**src/rtl/tile_sprite_addr_gen.sv**
```systemverilog
// tile_sprite_addr_gen
//   Maps each VGA raster position to an atlas ROM address. The picture is a
//   tiled background with N_SPR independently sized sprites on top of it
//   (sprite 0 has the highest priority). Tile map and sprite state are copied
//   into shadow registers on frame_start so that a frame never tears. The
//   result is registered twice, so the address lines up with a block-ROM read.
//
// Ports
//   clk          pixel clock
//   rst          synchronous reset, active-low
//   frame_start  one-cycle pulse at raster (0,0); loads the shadow registers
//   valid        active-video flag
//   h_cnt/v_cnt  raster column / row
//   tile_map     background atlas indices, entry c + COLS*r at [TYPE_W*i +: TYPE_W]
//   spr_en/x/y/w/h/tile  per-sprite enable, position, size and atlas index
//   pixel_addr   atlas ROM address
//   pixel_valid  pixel_addr belongs to an active pixel
//   pixel_layer  0 = background, i+1 = sprite i
module tile_sprite_addr_gen #(
  parameter int COLS       = 20,
  parameter int ROWS       = 24,
  parameter int TILE_W     = 32,
  parameter int TILE_H     = 20,
  parameter int TYPE_W     = 3,
  parameter int ATLAS_COLS = 3,
  parameter int N_SPR      = 2,
  parameter int ADDR_W     = 17,
  localparam int LAYER_W   = $clog2(N_SPR + 1)
) (
  input  logic                        clk,
  input  logic                        rst,
  input  logic                        frame_start,
  input  logic                        valid,
  input  logic [9:0]                  h_cnt,
  input  logic [9:0]                  v_cnt,
  input  logic [COLS*ROWS*TYPE_W-1:0] tile_map,
  input  logic [N_SPR-1:0]            spr_en,
  input  logic [10*N_SPR-1:0]         spr_x,
  input  logic [10*N_SPR-1:0]         spr_y,
  input  logic [6*N_SPR-1:0]          spr_w,
  input  logic [5*N_SPR-1:0]          spr_h,
  input  logic [TYPE_W*N_SPR-1:0]     spr_tile,
  output logic [ADDR_W-1:0]           pixel_addr,
  output logic                        pixel_valid,
  output logic [LAYER_W-1:0]          pixel_layer
);

  localparam int MAP_W  = COLS * ROWS * TYPE_W;
  localparam int MIDX_W = (MAP_W > 1) ? $clog2(MAP_W) : 1;
  localparam int OX_W   = (TILE_W > 1) ? $clog2(TILE_W) : 1;
  localparam int OY_W   = (TILE_H > 1) ? $clog2(TILE_H) : 1;

  function automatic logic [ADDR_W-1:0] atlas_addr(
    input logic [TYPE_W-1:0] k,
    input logic [OX_W-1:0]   ox,
    input logic [OY_W-1:0]   oy
  );
    logic [31:0] a;
    a = 32'(ATLAS_COLS * TILE_W) * ((32'(k) / 32'(ATLAS_COLS)) * 32'(TILE_H) + 32'(oy))
      + (32'(k) % 32'(ATLAS_COLS)) * 32'(TILE_W) + 32'(ox);
    return a[ADDR_W-1:0];
  endfunction

  // Shadow copies of the frame state
  logic [MAP_W-1:0]           map_sh;
  logic [N_SPR-1:0]           en_sh;
  logic [10*N_SPR-1:0]        x_sh, y_sh;
  logic [6*N_SPR-1:0]         w_sh;
  logic [5*N_SPR-1:0]         h_sh;
  logic [TYPE_W*N_SPR-1:0]    tile_sh;

  always_ff @(posedge clk) begin
    if (!rst) begin
      map_sh  <= '0;
      en_sh   <= '0;
      x_sh    <= '0;
      y_sh    <= '0;
      w_sh    <= '0;
      h_sh    <= '0;
      tile_sh <= '0;
    end else if (frame_start) begin
      map_sh  <= tile_map;
      en_sh   <= spr_en;
      x_sh    <= spr_x;
      y_sh    <= spr_y;
      w_sh    <= spr_w;
      h_sh    <= spr_h;
      tile_sh <= spr_tile;
    end
  end

  // A pixel arriving together with frame_start already sees the new state,
  // so the lookups bypass the shadow registers in that cycle.
  logic [MAP_W-1:0]        map_eff;
  logic [N_SPR-1:0]        en_eff;
  logic [10*N_SPR-1:0]     x_eff, y_eff;
  logic [6*N_SPR-1:0]      w_eff;
  logic [5*N_SPR-1:0]      h_eff;
  logic [TYPE_W*N_SPR-1:0] tile_eff;

  assign map_eff  = frame_start ? tile_map : map_sh;
  assign en_eff   = frame_start ? spr_en   : en_sh;
  assign x_eff    = frame_start ? spr_x    : x_sh;
  assign y_eff    = frame_start ? spr_y    : y_sh;
  assign w_eff    = frame_start ? spr_w    : w_sh;
  assign h_eff    = frame_start ? spr_h    : h_sh;
  assign tile_eff = frame_start ? spr_tile : tile_sh;

  // Stage 1: background cell lookup and per-sprite hit test
  int                  col_c, row_c;
  logic [MIDX_W-1:0]   midx_c;
  logic [TYPE_W-1:0]   bgk_c;
  logic [OX_W-1:0]     tx_c;
  logic [OY_W-1:0]     ty_c;

  always_comb begin
    col_c  = int'(32'(h_cnt) / 32'(TILE_W));
    row_c  = int'(32'(v_cnt) / 32'(TILE_H));
    tx_c   = OX_W'(32'(h_cnt) % 32'(TILE_W));
    ty_c   = OY_W'(32'(v_cnt) % 32'(TILE_H));
    midx_c = '0;
    bgk_c  = '0;
    // Off-map raster positions fall back to atlas cell 0.
    if (col_c < COLS && row_c < ROWS) begin
      midx_c = MIDX_W'(TYPE_W * (col_c + COLS * row_c));
      bgk_c  = map_eff[midx_c +: TYPE_W];
    end
  end

  logic [N_SPR-1:0]        hit_c;
  logic [N_SPR*OX_W-1:0]   sox_c;
  logic [N_SPR*OY_W-1:0]   soy_c;

  for (genvar g = 0; g < N_SPR; g++) begin : g_spr
    // Edge sums are 11 bits wide so a sprite near column 1023 cannot wrap.
    assign hit_c[g] = en_eff[g]
                   && (h_cnt >= x_eff[10*g +: 10])
                   && ({1'b0, h_cnt} < ({1'b0, x_eff[10*g +: 10]} + {5'b0, w_eff[6*g +: 6]}))
                   && (v_cnt >= y_eff[10*g +: 10])
                   && ({1'b0, v_cnt} < ({1'b0, y_eff[10*g +: 10]} + {6'b0, h_eff[5*g +: 5]}));
    // Offsets are relative to the sprite origin, not to the screen tile grid.
    assign sox_c[g*OX_W +: OX_W] = OX_W'(h_cnt - x_eff[10*g +: 10]);
    assign soy_c[g*OY_W +: OY_W] = OY_W'(v_cnt - y_eff[10*g +: 10]);
  end

  logic                    vld_p1;
  logic [TYPE_W-1:0]       bgk_p1;
  logic [OX_W-1:0]         tx_p1;
  logic [OY_W-1:0]         ty_p1;
  logic [N_SPR-1:0]        hit_p1;
  logic [N_SPR*OX_W-1:0]   sox_p1;
  logic [N_SPR*OY_W-1:0]   soy_p1;
  logic [TYPE_W*N_SPR-1:0] stile_p1;

  always_ff @(posedge clk) begin
    if (!rst) begin
      vld_p1   <= 1'b0;
      bgk_p1   <= '0;
      tx_p1    <= '0;
      ty_p1    <= '0;
      hit_p1   <= '0;
      sox_p1   <= '0;
      soy_p1   <= '0;
      stile_p1 <= '0;
    end else begin
      vld_p1   <= valid;
      bgk_p1   <= bgk_c;
      tx_p1    <= tx_c;
      ty_p1    <= ty_c;
      hit_p1   <= hit_c;
      sox_p1   <= sox_c;
      soy_p1   <= soy_c;
      stile_p1 <= tile_eff;
    end
  end

  // Stage 2: priority select and atlas address
  // Chain runs from the background up through sprite 0, so the lowest-index
  // hit overrides everything behind it.
  logic [TYPE_W-1:0]  k_ch  [N_SPR+1];
  logic [OX_W-1:0]    ox_ch [N_SPR+1];
  logic [OY_W-1:0]    oy_ch [N_SPR+1];
  logic [LAYER_W-1:0] ly_ch [N_SPR+1];

  assign k_ch[N_SPR]  = bgk_p1;
  assign ox_ch[N_SPR] = tx_p1;
  assign oy_ch[N_SPR] = ty_p1;
  assign ly_ch[N_SPR] = '0;

  for (genvar g = 0; g < N_SPR; g++) begin : g_pri
    assign k_ch[g]  = hit_p1[g] ? stile_p1[TYPE_W*g +: TYPE_W] : k_ch[g+1];
    assign ox_ch[g] = hit_p1[g] ? sox_p1[OX_W*g +: OX_W]       : ox_ch[g+1];
    assign oy_ch[g] = hit_p1[g] ? soy_p1[OY_W*g +: OY_W]       : oy_ch[g+1];
    assign ly_ch[g] = hit_p1[g] ? LAYER_W'(g + 1)              : ly_ch[g+1];
  end

  logic [ADDR_W-1:0] addr_c;
  assign addr_c = atlas_addr(k_ch[0], ox_ch[0], oy_ch[0]);

  always_ff @(posedge clk) begin
    if (!rst) begin
      pixel_addr  <= '0;
      pixel_valid <= 1'b0;
      pixel_layer <= '0;
    end else if (vld_p1) begin
      pixel_addr  <= addr_c;
      pixel_valid <= 1'b1;
      pixel_layer <= ly_ch[0];
    end else begin
      pixel_addr  <= '0;
      pixel_valid <= 1'b0;
      pixel_layer <= '0;
    end
  end

endmodule

```
**config.mk**
```make
export PLATFORM = sky130hd
export DESIGN_NAME = tile_sprite_addr_gen
export DESIGN_NICKNAME = d
export VERILOG_FILES = /design/src/rtl/tile_sprite_addr_gen.sv
export SDC_FILE = /design/constraint.sdc
export NUM_CORES = 2
export LEC_CHECK = 0
export CAP_MARGIN = 20
export CORE_AREA = 5 5 609 611
export DETAILED_ROUTE_END_ITERATION = 7
export DIE_AREA = 0 0 614 616
export DONT_BUFFER_PORTS = 1
export GPL_ROUTABILITY_DRIVEN = 1
export REMOVE_ABC_BUFFERS = 1
export SLEW_MARGIN = 20
export SYNTH_ARGS = -nofsm -noshare
export SYNTH_HDL_FRONTEND = slang
export SYNTH_SLANG_ARGS = --single-unit
```
**constraint.sdc**
```tcl
create_clock -name clk -period 10.2 [get_ports clk]
set_clock_uncertainty 0.1 [all_clocks]
set_input_delay 2.04 -clock clk [delete_from_list [all_inputs] [get_ports clk]]
set_output_delay 2.04 -clock clk [all_outputs]
set_load 0.05 [all_outputs]
```
* Word level (Yosys, flattened, before mapping)
Cells that the tools add are included.
Cells by class: add/sub/neg operators 12, multipliers 4, divide/modulo/power cells 4, $lt $le $gt $ge 10, equal/unequal tests 0, shift-type cells 1, multiplexer cells 15, bitwise gates (word level) 2, reduce and logical (&&, ||, !) cells 12
Operator list (number):
- $mux 1440 | 1
- $shiftx 1440x12->3 | 1
- $lt 10x11->1 | 4
- $ge 10x10->1 | 4
- $mux 20 | 2
- $add 32x5->32 | 1
- $add 6x32->32 | 1
- $div 10x5->32 const B | 1
- $div 3x2->32 const B | 1
- $lt 32x6->1 const B | 1
- $mod 10x5->32 const B | 1
- $mod 3x2->32 const B | 1
- $mul 2x32->12 const A | 1
- $mul 3x32->11 const A | 1
- $mul 32x3->30 const B | 1
- $mul 4x32->30 const A | 1
- $add 10x5->11 | 2
- $add 10x6->11 | 2
- $mux 5 | 4
- $sub 5x5->5 | 4
- $add 17x17->17 | 1
- $add 17x5->17 | 1
- $mux 12 | 1
- $mux 10 | 1
- 8 further kinds | 21
Storage, ports and cells: flip-flop bits (word level) 1566, latch bits 0, RAM bits 0, bits in read-only memories 0, input port bits 1534, output and inout port bits 20, logic and storage cells 78, memories kept 0

* Longest topological paths before layout
depth after elaboration 8, depth in mapped cells 37, gate-level depth less buffers 34

* Worst setup path after synthesis
OpenSTA, ideal clock, no wires.
path type input-to-reg, start point input v_cnt[8], end point register bgk_p1[1], setup time 0.136 ns, data arrival time 9.095 ns, slack 0.869 ns, stages on the path 30, cell sequence buf_4 -> nor2_2 -> inv_2 -> ha_1 -> nand2b_1 -> o22ai_1 -> a221o_2 -> or3_1 -> inv_2 -> nor4_4 -> inv_2 -> a311oi_2 -> o21a_1 -> maj3_1 -> a21o_1 -> ha_1 -> fa_1 -> ha_1 -> inv_1 -> fa_1 -> xor2_1 -> buf_2 -> buf_4 -> buf_2 -> mux4_2 -> a22oi_1 -> a21oi_1 -> a311o_1 -> nand3_1 -> o211ai_1
On the way: cells in the longest elaborated chain, start to end 5, elaborated cells between the ends (all ways) 8
RTL lines:
- start, declared | RTL line 35 | input logic [9:0] v_cnt,
- $div 10x5->32 * | RTL line 118 | row_c = int'(32'(v_cnt) / 32'(TILE_H));
- $mul 4x32->30 | RTL line 125 | midx_c = MIDX_W'(TYPE_W * (col_c + COLS * row_c));
- $add 6x32->32 | RTL line 125
- $mul 3x32->11 | RTL line 125
- $shiftx 1440x12->3 | RTL line 126 | bgk_c = map_eff[midx_c +: TYPE_W];
- end signal, assigned | RTL line 167 | bgk_p1 <= bgk_c;
- end, declared | RTL line 147 | logic [TYPE_W-1:0] bgk_p1;
Every way passes the cells marked *; elsewhere a longest branch is shown, timed or not. A chain may end at the register's enable or synchronous reset.

* Worst setup path in the final report
start point input v_cnt[7], end point register bgk_p1[2]
Same word-level chain as after synthesis.

==> flow_metrics.tcl <==
set metrics [dict create \
    status "finished clean" \
    drive_above_1_share_pct 28.5 \
    vias_per_cell 5.92 \
    holdWs_ns 0.372 \
    worstPathMaxFanout 26 \
    setup.worst_path.start_class "input port" \
    ys_types 88 \
    slew_headroom_pct 13.0 \
    end_kind "flip-flop" \
    gpl.final_weighted_congestion 0.923 \
    critPathLaunch "v_cnt[7]" \
    cts_buffer_depth 4 \
    cts_tree "yes" \
    die_x_um 614 \
    h-tree-depth 4 \
    fin_area_um2 128000 \
    slew_violations 0 \
    postCtsHoldBufs 0 \
    fill_cells 35400 \
    coreArea_um2 364000 \
    grt_pass1_vias 82700 \
    synth_largest_area_cell "mux4_2" \
    synth_edf_count 0 \
    critPathMaxStageDelay_ns 0.57 \
    syn_area_um2 115000 \
    routed_wl_um 455000 \
    placed_cell_area_um2 120000 \
    rsz0062_at_grt "false" \
    synth_flop_cell "dfxtp_1" \
    clkSinkCount 1566 \
    synth_seq_area_share_pct 27.3 \
    min_path_type "flip-flop to flip-flop" \
    ir_drop_mv 0.755 \
    r2r-start "hit_p1[1]" \
    async_flop_share_pct 0 \
    fmax_mhz 103 \
    power_density_nw_per_um2 301 \
    wl_per_cell_um 32.3 \
    dr.pass1.iters 6 \
    grt_start_max_net_pins 298 \
    synthTopCellsByArea "mux4_2 34%, dfxtp_1 27%, mux2i_1 15%" \
    yosysMostFrequentCell "mux2i_1" \
    syn_to_final_growth_pct 11.7 \
    worstMarginPinSlew_ns 1.30 \
    maxCapViolations 0 \
    final-seq-area_um2 31400 \
    insertion_delay_ns 0.91 \
    die-area_um2 378000 \
    ant_nets 0 \
    fin_util_pct 35.2 \
    grt.overflow.total 0 \
    place_hpwl_um 345000 \
    post_cts.repair.setup_buffers 0 \
    clockRootBuffer "clkbuf_16" \
    port_buffers 0 \
    worstSetupPathType "input port to flip-flop" \
    vias 83500 \
    yosysWarnings 0 \
    syn_avg_cell_area_um2 12.2 \
    hp-start "sox_p1[3]" \
    ios 1554 \
    grt_usage_pct 23.0 \
    path_clk_slew_ns 0.06 \
    finalHoldViolCount 0 \
    start_util_pct 31.5 \
    finalCriticalPeriod_ns 9.69 \
    synth_common_cells "1765 x mux2i_1, 1736 x mux4_2, 1566 x dfxtp_1" \
    required_ns 10.89 \
    num_rows 222 \
    numCtsBuffers 197 \
    fp.dieH_um 616 \
    setup_viol 0 \
    drc 0 \
    crit_slowest_cell "fa_4" \
    num-nets-final 10700 \
    period_share_pct 95.0 \
    p_leak_nw 48.6 \
    grt_pass1_wl_um 636000 \
    multi_input_area_um2 79300 \
    crit_arrival_ns 10.39 \
    yosys_register_bits 1566 \
    syn_inst 9400 \
    antenna_found_initial 87 \
    netlist.area_leader.share_pct 34.1 \
    drt_iter0_drc 7967 \
]
[cell usage in the layout (no fill, tap or decap), types with 19 or more instances in the layout]
cell type / n
a211oi_1: 62
a21o_1: 59
a21oi_1: 222
a221oi_1: 19
a22oi_1: 28
and2_1: 49
buf_12: 52
buf_16: 45
buf_4: 209
clkbuf_1: 38
clkbuf_16: 201
clkbuf_8: 58
clkinv_2: 23
dfxtp_1: 1566
diode_2: 129
ha_1: 147
inv_1: 79
mux2_2: 193
mux2i_1: 1765
mux4_2: 1736
nand2_1: 173
nand2b_1: 21
nand3_1: 29
nor2_1: 219
nor2b_1: 1522
nor3_1: 33
o21ai_0: 139
o22ai_1: 112
xnor2_1: 46
xor2_1: 25
[routing by layer]
metal | routed length (um) | vias up | track usage (%)
met3 | 43100 | 1019 | 7.52
met4 | 33500 | 24 | 14.4
met2 | 219000 | 3801 | 38.0
met5 | 176 | - | 0
met1 | 160000 | 42900 | 25.4
li1 | - | 35700 | -
[layout make-up]
cell class                      instances  area share (%)
Multi-Input combinational cell       6849            61.9
Sequential cell                      1566            24.5
Tap cell                             4816            4.70
Clock buffer                          294            4.60
Timing Repair Buffer                  314            3.19
Clock inverter                         56           0.642
Antenna cell                          129           0.252
Inverter                               84           0.248
[final timing paths]
path | slack (ns) | to | cells past startpoint
max | 0.51 | bgk_p1[2] | 32
min | 0.37 | pixel_addr[3] | 2
max reg2reg | 4.65 | pixel_addr[14] | 23
min reg2reg | 0.37 | pixel_addr[3] | 2
[per-stage QoR]
step	cells	TNS, ns	power, mW	setup WS [ns]
2_1_floorplan	8499	-46.32	17.1	-15.74
3_3_place_gp	13600	-5.03	32.2	-1.77
3_5_place_dp	13600	-5.69	32.2	-2.00
4_1_cts	14000	0	39.8	0.193
5_1_grt	14100	0	40.5	0.0109
6_report	14100	0	38.6	0.505
[repair_timing]
action | in CTS | in global routing
endpoints found under the setup margin | 3 | 3
cloned | 5 | 3
gates resized for setup | 0 | 1
pin swaps | 0 | 0
[where the power goes]
part	internal (mW)	total, mW	switching, mW
Sequential	6.50	6.79	0.293
Combinational	8.98	24.4	15.4
Clock	4.37	7.40	3.03
Total	19.8	38.6	18.7
[state kept, by name, indices dropped and copies added (netlist names)]
signal and cells:
bgk_p1 3, en_sh 2, h_sh 10, hit_p1 2, map_sh 1440, pixel_addr 17
pixel_layer 2, pixel_valid 1, sox_p1 10, soy_p1 10, stile_p1 6, tx_p1 5
ty_p1 5, vld_p1 1, w_sh 12, x_sh 20, y_sh 20
[critical path: cells and delay by family]
kind / cells / cell delay, ns
AOI/OAI and AO/OA: 13 / 3.75
buffers and inverters: 7 / 1.06
and+or+nand+nor: 6 / 1.05
adders and majority gates: 5 / 2.09
xor gates and xnor gates: 1 / 0.28
[cells by family after synthesis]
group	share of synthesized area, %
buffers and inverters	3.78
and+or+nand+nor	10.8
muxes	51.4
DFF	27.3
AOI/OAI and AO/OA	4.25
adders and majority gates	1.89
other	0.00655
xor gates and xnor gates	0.623
Note: power is estimated with default switching activity, not from simulation.
